**src/rtl/rv_muldiv_iter_if.sv**
```systemverilog
// rv_muldiv_iter_if: handshake/operand bundle between the core control FSM
// (master) and the iterative RV32M multiply/divide unit (slave).
//   start  : launch an op (taken only when the unit is idle or just finished)
//   kill   : synchronous abort of the op in flight (pipeline flush)
//   op     : RISC-V funct3 of the M-extension instruction
//   opa    : rs1 value (multiplicand / dividend)
//   opb    : rs2 value (multiplier / divisor)
//   busy   : op in flight
//   done   : one-cycle pulse, result valid
//   result : registered result, held until overwritten by a later op
interface rv_muldiv_iter_if #(
  parameter int DPWIDTH = 32
);
  logic               start;
  logic               kill;
  logic [2:0]         op;
  logic [DPWIDTH-1:0] opa;
  logic [DPWIDTH-1:0] opb;
  logic               busy;
  logic               done;
  logic [DPWIDTH-1:0] result;

  modport master (
    output start, kill, op, opa, opb,
    input  busy, done, result
  );

  modport slave (
    input  start, kill, op, opa, opb,
    output busy, done, result
  );
endinterface

```
**src/rtl/rv_muldiv_iter.sv**
```systemverilog
// rv_muldiv_iter: iterative RV32M multiply/divide execute unit.
// Works on operand magnitudes, retiring UNROLL bits per ITER cycle
// (shift-add multiply or restoring divide sharing one 2*DPWIDTH accumulator),
// then applies sign correction and selects the result in a single FIX cycle.
// Ports:
//   clk  : clock, rising edge
//   rst  : asynchronous active-high reset
//   bus  : rv_muldiv_iter_if slave modport (start/kill/op/opa/opb in,
//          busy/done/result out)
module rv_muldiv_iter #(
  parameter int DPWIDTH = 32,
  parameter int UNROLL  = 1
) (
  input  logic            clk,
  input  logic            rst,
  rv_muldiv_iter_if.slave bus
);

  localparam int N  = DPWIDTH / UNROLL;
  localparam int CW = $clog2(N + 1);
  localparam logic [DPWIDTH-1:0] MIN_VAL = {1'b1, {(DPWIDTH-1){1'b0}}};

  typedef enum logic [1:0] {S_IDLE, S_ITER, S_FIX, S_DONE} state_t;

  state_t               state_q, state_d;
  logic [2:0]           op_q, op_d;
  logic [2*DPWIDTH-1:0] acc_q, acc_d;
  logic [DPWIDTH-1:0]   opnd_q, opnd_d;
  logic                 neg_q, neg_d;
  logic [CW-1:0]        cnt_q, cnt_d;
  logic [DPWIDTH-1:0]   result_q, result_d;

  // Start-time decode of the incoming operands.
  logic               accept;
  logic               special_in;
  logic               sa_in, sb_in, neg_in;
  logic [DPWIDTH-1:0] abs_a, abs_b, special_res;

  always_comb begin
    accept     = (state_q == S_IDLE || state_q == S_DONE) && bus.start && !bus.kill;
    // Divide by zero and MIN/-1 need no iteration: the answer is fixed.
    special_in = bus.op[2] && ((bus.opb == '0) ||
                 (!bus.op[0] && bus.opa == MIN_VAL && bus.opb == '1));
    if (bus.opb == '0) special_res = bus.op[1] ? bus.opa : '1;
    else               special_res = bus.op[1] ? '0 : MIN_VAL;
    sa_in  = bus.opa[DPWIDTH-1] && (bus.op == 3'b001 || bus.op == 3'b010 ||
                                    bus.op == 3'b100 || bus.op == 3'b110);
    sb_in  = bus.opb[DPWIDTH-1] && (bus.op == 3'b001 || bus.op == 3'b100 ||
                                    bus.op == 3'b110);
    // Remainder follows the dividend sign; everything else is sign xor.
    neg_in = (bus.op == 3'b110) ? sa_in : (sa_in ^ sb_in);
    abs_a  = sa_in ? -bus.opa : bus.opa;
    abs_b  = sb_in ? -bus.opb : bus.opb;
  end

  // Unrolled iteration chain. Accumulator layout: hi half = partial product
  // or partial remainder, lo half = remaining multiplier bits or
  // dividend bits being shifted out while quotient bits shift in.
  logic [2*DPWIDTH-1:0] stage_acc [0:UNROLL];
  assign stage_acc[0] = acc_q;

  generate
    for (genvar gi = 0; gi < UNROLL; gi++) begin : g_step
      logic [DPWIDTH:0]     rem_sh, rem_sub, hi_sum;
      logic [2*DPWIDTH-1:0] div_nxt, mul_nxt;

      assign rem_sh  = {stage_acc[gi][2*DPWIDTH-1:DPWIDTH], stage_acc[gi][DPWIDTH-1]};
      assign rem_sub = rem_sh - {1'b0, opnd_q};
      // rem_sub's top bit is the borrow: divisor did not fit, restore.
      assign div_nxt = rem_sub[DPWIDTH]
                     ? {rem_sh[DPWIDTH-1:0],  stage_acc[gi][DPWIDTH-2:0], 1'b0}
                     : {rem_sub[DPWIDTH-1:0], stage_acc[gi][DPWIDTH-2:0], 1'b1};
      assign hi_sum  = {1'b0, stage_acc[gi][2*DPWIDTH-1:DPWIDTH]} +
                       (stage_acc[gi][0] ? {1'b0, opnd_q} : {(DPWIDTH+1){1'b0}});
      assign mul_nxt = {hi_sum, stage_acc[gi][DPWIDTH-1:1]};
      assign stage_acc[gi+1] = op_q[2] ? div_nxt : mul_nxt;
    end
  endgenerate

  // Sign correction and result selection for the FIX cycle.
  logic [2*DPWIDTH-1:0] prod_fix;
  logic [DPWIDTH-1:0]   quot, remv, fix_res;

  always_comb begin
    prod_fix = neg_q ? -acc_q : acc_q;
    quot     = acc_q[DPWIDTH-1:0];
    remv     = acc_q[2*DPWIDTH-1:DPWIDTH];
    case (op_q)
      3'b000:                 fix_res = prod_fix[DPWIDTH-1:0];
      3'b001, 3'b010, 3'b011: fix_res = prod_fix[2*DPWIDTH-1:DPWIDTH];
      3'b100, 3'b101:         fix_res = neg_q ? -quot : quot;
      default:                fix_res = neg_q ? -remv : remv;
    endcase
  end

  // FSM: state register.
  always_ff @(posedge clk or posedge rst) begin
    if (rst) state_q <= S_IDLE;
    else     state_q <= state_d;
  end

  // FSM: next state. Kill beats everything, including a coincident start.
  always_comb begin
    state_d = state_q;
    case (state_q)
      S_IDLE, S_DONE: begin
        if (bus.kill)       state_d = S_IDLE;
        else if (bus.start) state_d = special_in ? S_DONE : S_ITER;
        else                state_d = S_IDLE;
      end
      S_ITER: begin
        if (bus.kill)              state_d = S_IDLE;
        else if (cnt_q == CW'(1))  state_d = S_FIX;
      end
      S_FIX:   state_d = bus.kill ? S_IDLE : S_DONE;
      default: state_d = S_IDLE;
    endcase
  end

  // FSM: outputs.
  always_comb begin
    bus.busy   = (state_q == S_ITER) || (state_q == S_FIX);
    bus.done   = (state_q == S_DONE);
    bus.result = result_q;
  end

  // Datapath next state.
  always_comb begin
    op_d     = op_q;
    acc_d    = acc_q;
    opnd_d   = opnd_q;
    neg_d    = neg_q;
    cnt_d    = cnt_q;
    result_d = result_q;
    case (state_q)
      S_IDLE, S_DONE: begin
        if (accept) begin
          op_d   = bus.op;
          neg_d  = neg_in;
          cnt_d  = CW'(N);
          acc_d  = {{DPWIDTH{1'b0}}, (bus.op[2] ? abs_a : abs_b)};
          opnd_d = bus.op[2] ? abs_b : abs_a;
          if (special_in) result_d = special_res;
        end
      end
      S_ITER: begin
        if (!bus.kill) begin
          acc_d = stage_acc[UNROLL];
          cnt_d = cnt_q - CW'(1);
        end
      end
      S_FIX: begin
        if (!bus.kill) result_d = fix_res;
      end
      default: ;
    endcase
  end

  always_ff @(posedge clk or posedge rst) begin
    if (rst) begin
      op_q     <= '0;
      acc_q    <= '0;
      opnd_q   <= '0;
      neg_q    <= 1'b0;
      cnt_q    <= '0;
      result_q <= '0;
    end else begin
      op_q     <= op_d;
      acc_q    <= acc_d;
      opnd_q   <= opnd_d;
      neg_q    <= neg_d;
      cnt_q    <= cnt_d;
      result_q <= result_d;
    end
  end

endmodule
```
**src/flat_wrapper.sv**
```systemverilog
// flat-port wrapper written by rule: the top's interface ports become plain ports
module rv_muldiv_iter_flat 
#(
  parameter int DPWIDTH = 32,
  parameter int UNROLL  = 1
)
  (clk, rst, bus_start, bus_kill, bus_op, bus_opa, bus_opb, bus_busy, bus_done, bus_result);
  rv_muldiv_iter_if #(.DPWIDTH(DPWIDTH)) bus_i ();
  input  logic clk;
  input  logic rst;
  input wire logic [$bits(bus_i.start)-1:0] bus_start;
  input wire logic [$bits(bus_i.kill)-1:0] bus_kill;
  input wire logic [$bits(bus_i.op)-1:0] bus_op;
  input wire logic [$bits(bus_i.opa)-1:0] bus_opa;
  input wire logic [$bits(bus_i.opb)-1:0] bus_opb;
  output wire logic [$bits(bus_i.busy)-1:0] bus_busy;
  output wire logic [$bits(bus_i.done)-1:0] bus_done;
  output wire logic [$bits(bus_i.result)-1:0] bus_result;
  assign bus_i.start = bus_start;
  assign bus_i.kill = bus_kill;
  assign bus_i.op = bus_op;
  assign bus_i.opa = bus_opa;
  assign bus_i.opb = bus_opb;
  assign bus_busy = bus_i.busy;
  assign bus_done = bus_i.done;
  assign bus_result = bus_i.result;
  rv_muldiv_iter #(.DPWIDTH(DPWIDTH), .UNROLL(UNROLL)) u_core (.clk(clk), .rst(rst), .bus(bus_i));
endmodule
```
**config.mk**
```make
export PLATFORM = sky130hd
export DESIGN_NAME = rv_muldiv_iter_flat
export DESIGN_NICKNAME = d
export VERILOG_FILES = /design/src/rtl/rv_muldiv_iter_if.sv /design/src/rtl/rv_muldiv_iter.sv /design/src/flat_wrapper.sv
export SDC_FILE = /design/constraint.sdc
export NUM_CORES = 1
export LEC_CHECK = 0
export ABC_AREA = 1
export CELL_PAD_IN_SITES_DETAIL_PLACEMENT = 1
export CELL_PAD_IN_SITES_GLOBAL_PLACEMENT = 1
export CORE_UTILIZATION = 40
export DETAILED_ROUTE_END_ITERATION = 8
export PLACE_DENSITY_LB_ADDON = 0.1
export REMOVE_ABC_BUFFERS = 1
export SLEW_MARGIN = 20
export SYNTH_ARGS = -nofsm -noshare
export SYNTH_HDL_FRONTEND = slang
export SYNTH_SLANG_ARGS = --single-unit
export TNS_END_PERCENT = 100
```
**constraint.sdc**
```tcl
create_clock -name clk -period 5.45 [get_ports clk]
set_clock_uncertainty 0.2 [all_clocks]
set_input_delay 0.545 -clock clk [delete_from_list [all_inputs] [get_ports clk]]
set_output_delay 0.545 -clock clk [all_outputs]
set_load 0.05 [all_outputs]
```
==> results_dict.tcl <==
set metrics [dict create \
    final_max_slew_viol_count 0 \
    place_ws_ns 1.271 \
    async_flop_share_pct 100.0 \
    insertion_delay_ns 0.48 \
    synthXorXnorAreaFrac_pct 3.141 \
    dr.pass1.iters 6 \
    ant_nets 0 \
    required_ns 5.62 \
    die_y_microns 218.1 \
    cts_buffer_depth 2 \
    critPathKind "register to register" \
    ys_seq_elements 140 \
    fp.coreArea_sq_um 45670 \
    synth_compound_area_share_pct 14.55 \
    yosys.area_share.simple_pct 45.78 \
    worst_path_most_repeated_cell "inv_1" \
    rsz0062_at_grt "false" \
    gr-total-overflow 0 \
    synth_cells 3347 \
    first_iter_violations 2255 \
    endpoint_kind "register" \
    grt_pass1_wl_microns 142900 \
    fin_setup_tns_ns 0 \
    port_buffers 104 \
    slew_headroom_pct 18.07 \
    io_pins 105 \
    area_delta_synth_final_pct 11.23 \
    synth_area_per_cell_sq_um 5.582 \
    peakVddDrop_uv 594.2 \
    synthMuxAreaShare_pct 0 \
    hp-start "u_core.bus.result[7]$_DFFE_PP0P_" \
    rows 78 \
    cts_root_buf "clkbuf_16" \
    setup_violations 0 \
    period_share_pct 72.67 \
    die_w_microns 218.1 \
    hold_viol 0 \
    yosys.area.top_type "nand2_1" \
    hpwl_microns 77560 \
    vias 23220 \
    grt_pass1_vias 23210 \
    ys_top_cells_by_area "nand2_1 (22%), dfrtp_1 (19%), nand3_1 (9.6%)" \
    status "completed" \
    cts_sinks 140 \
    synthAdderAreaFrac_pct 5.170 \
    wire_per_inst_microns 23.76 \
    cp_slowest_stage_delay_ns 0.55 \
    n_fill_cell 6534 \
    netlist_area_sq_um 18680 \
    cp_slowest_cell "dfrtp_1" \
    p_leak_uw 0.01072 \
    cts_hold_buf 0 \
    place_congestion 1.017 \
    power.density_nw_per_um2 684.5 \
    dieArea_sq_um 47570 \
    drive_gt1_share_pct 6.200 \
    drc 0 \
    nets 3537 \
    cts_made_buffers 17 \
    cp.arrival_ns 4.13 \
    post_cts_buffers 0 \
    cts_tree "done" \
    grt_use_total_pct 40.27 \
    hold_path_class "register to register" \
    worst_pin_slew_ns 1.216 \
    yosysTopAreaCellShare_pct 22.36 \
    yosys_warnings 0 \
    start_kind "register" \
    cp_max_fo 4 \
    worstSetupStartpoint "u_core.opnd_q[0]$_DFFE_PP0P_" \
    ys_types 57 \
    period_minus_slack_ns 3.961 \
    wirelength_microns 95130 \
    start_util_pct 40.90 \
    drv_cap 0 \
    htree_levels 4 \
    crit_chain "nand2_1 > inv_1 > ha_1 > inv_1 > fa_1 > inv_1 > nand3_1 > nand2_1 > inv_1 > o21ai_0 > inv_1 > o21ai_0 > nand2_1 > nand3_1 > nand3_1 > nand3_1 > nand2_1" \
    ys.flop_type "dfrtp_1" \
    seq_area_frac_synth_pct 18.75 \
    clk_pin_slew_worst_paths_ns 0.07 \
    synth_top_family_by_area "simple AND/OR/NAND/NOR gates" \
    antenna_found_initial 2 \
    rr_startpoint "u_core.opnd_q[0]$_DFFE_PP0P_" \
    grt_max_degree 91 \
    synth-edff-count 0 \
    worst_slack_ns 1.489 \
    fmaxAchievable_ghz 0.2525 \
    cts_resized 0 \
    viasPerCell 5.799 \
]
layout by cell type, fill, tap and decap left out, types with 3 or more instances in the layout:
cell type,netlist,final
dfrtp_1,140,138
o211ai_1,19,19
ha_1,74,74
nand3b_1,12,12
nor4_1,5,5
or2_2,6,6
nand2_4,5,5
nand2_2,14,15
xnor2_1,18,18
nor2_1,365,363
a21oi_2,44,45
clkbuf_16,0,17
clkdlybuf4s50_1,0,104
nor3_1,30,30
nor3b_1,4,4
nand2_1,1113,1112
inv_2,17,17
o21bai_1,7,7
inv_8,0,4
o22ai_1,5,5
a31oi_1,15,15
nand3_1,360,360
o221ai_1,10,10
a21oi_1,175,174
a22oi_1,10,10
clkinv_1,3,3
o21ai_1,21,21
nor2_4,7,7
o21ai_0,158,158
nand4_1,32,32
nor2_2,34,36
nand3_2,5,5
inv_6,0,3
clkinv_8,0,6
buf_4,5,30
inv_1,455,454
xor2_1,49,49
synth_stat cells (3+ instances only):
cell,count
buf_2,28
xnor2_1,18
nor3_1,30
a21oi_1,175
o22ai_1,5
inv_1,455
nand3_2,5
nand2_4,5
nand2_1,1113
ha_1,74
o221ai_1,10
nor3b_1,4
a22oi_1,10
a31oi_1,15
nor4_1,5
nand3_1,360
nand4_1,32
nor2_1,365
dfrtp_1,140
nand2_2,14
or2_2,6
nor2_4,7
nor2_2,34
buf_1,14
o21bai_1,7
o21ai_0,158
buf_6,8
inv_2,17
o211ai_1,19
clkbuf_1,52
nand3b_1,12
buf_4,5
a21oi_2,44
xor2_1,49
o21ai_1,21
clkinv_1,3
path summary, 6_finish.rpt:
kind | endpoint | slack [ns] | cells past startpoint
worst min-delay path | u_core.bus.result[7]$_DFFE_PP0P_ | 0.31 | 2
worst max register to register | u_core.acc_q[61]$_DFFE_PP0P_ | 1.49 | 17
worst min register to register | u_core.bus.result[7]$_DFFE_PP0P_ | 0.31 | 2
worst max-delay path | u_core.acc_q[61]$_DFFE_PP0P_ | 1.49 | 17
max in group asynchronous | u_core.acc_q[59]$_DFFE_PP0P_ | 3.52 | 3
min in group asynchronous | u_core.bus.result[14]$_DFFE_PP0P_ | 0.38 | 2
area by class of cell:
| class | count | area [sq um] | area share [%] |
|---|---|---|---|
| multi-input combinational | 2622 | 12840 | 61.77 |
| clock inverter | 15 | 205.2 | 0.9875 |
| timing repair buffer | 134 | 1266 | 6.093 |
| inverter | 475 | 1788 | 8.604 |
| antenna | 1 | 2.502 | 0.01204 |
| sequential | 140 | 3506 | 16.87 |
| tap | 600 | 750.7 | 3.613 |
| clock buffer | 17 | 425.4 | 2.047 |
layer usage:
layer	global-route usage, %	wire (microns)
met3	9.283	8538
met1	53.82	41140
met5	0	0
met2	60.40	40360
met4	20.21	5085
state kept, by name (all words and copies together), names as in the netlist:
signal	count
u_core.acc_q	64
u_core.bus.result	32
u_core.opnd_q	32
u_core.cnt_q	6
u_core.op_q	3
u_core.state_q	2
u_core.neg_q	1
critical path, delay by kind of cell (launching register included):
family	cells	cell delay [ns]
adder cells (fa/ha/maj)	2	0.72
buffers and inverters	5	0.62
AO/OA/AOI/OAI	2	0.84
AND/OR/NAND/NOR	8	0.90
flip-flops	1	0.55
where the power goes:
part / leakage [uW] / switching [uW] / internal (uW)
logic: 0.00867 / 7480 / 3030
registers: 0.00176 / 957 / 1490
clock network: 0.000299 / 605 / 664
stage by stage:
step	instances	utilization, %	hold slack (ns)	total power [uW]	area, sq um
floorplan	3237	-	0.2652	8680	18110
global placement	3971	44.10	0.2795	12280	20140
detailed placement	3971	44.11	0.2978	12560	20150
CTS	4003	45.49	0.3229	13910	20780
global route	4003	45.49	0.3534	15220	20780
finish	4004	45.50	0.3130	14220	20780
kinds of logic (layout without fill, tap and decap cells):
| kind of cell | after synthesis | in the layout |
|---|---|---|
| other cells | 0 | 1 |
| buf+inv | 585 | 641 |
| simple gates | 2006 | 2006 |
| xor+xnor | 67 | 67 |
| compound gates | 473 | 473 |
| flops | 140 | 140 |
| fa+ha+maj | 76 | 76 |
Power figures use the tool's default switching activity.
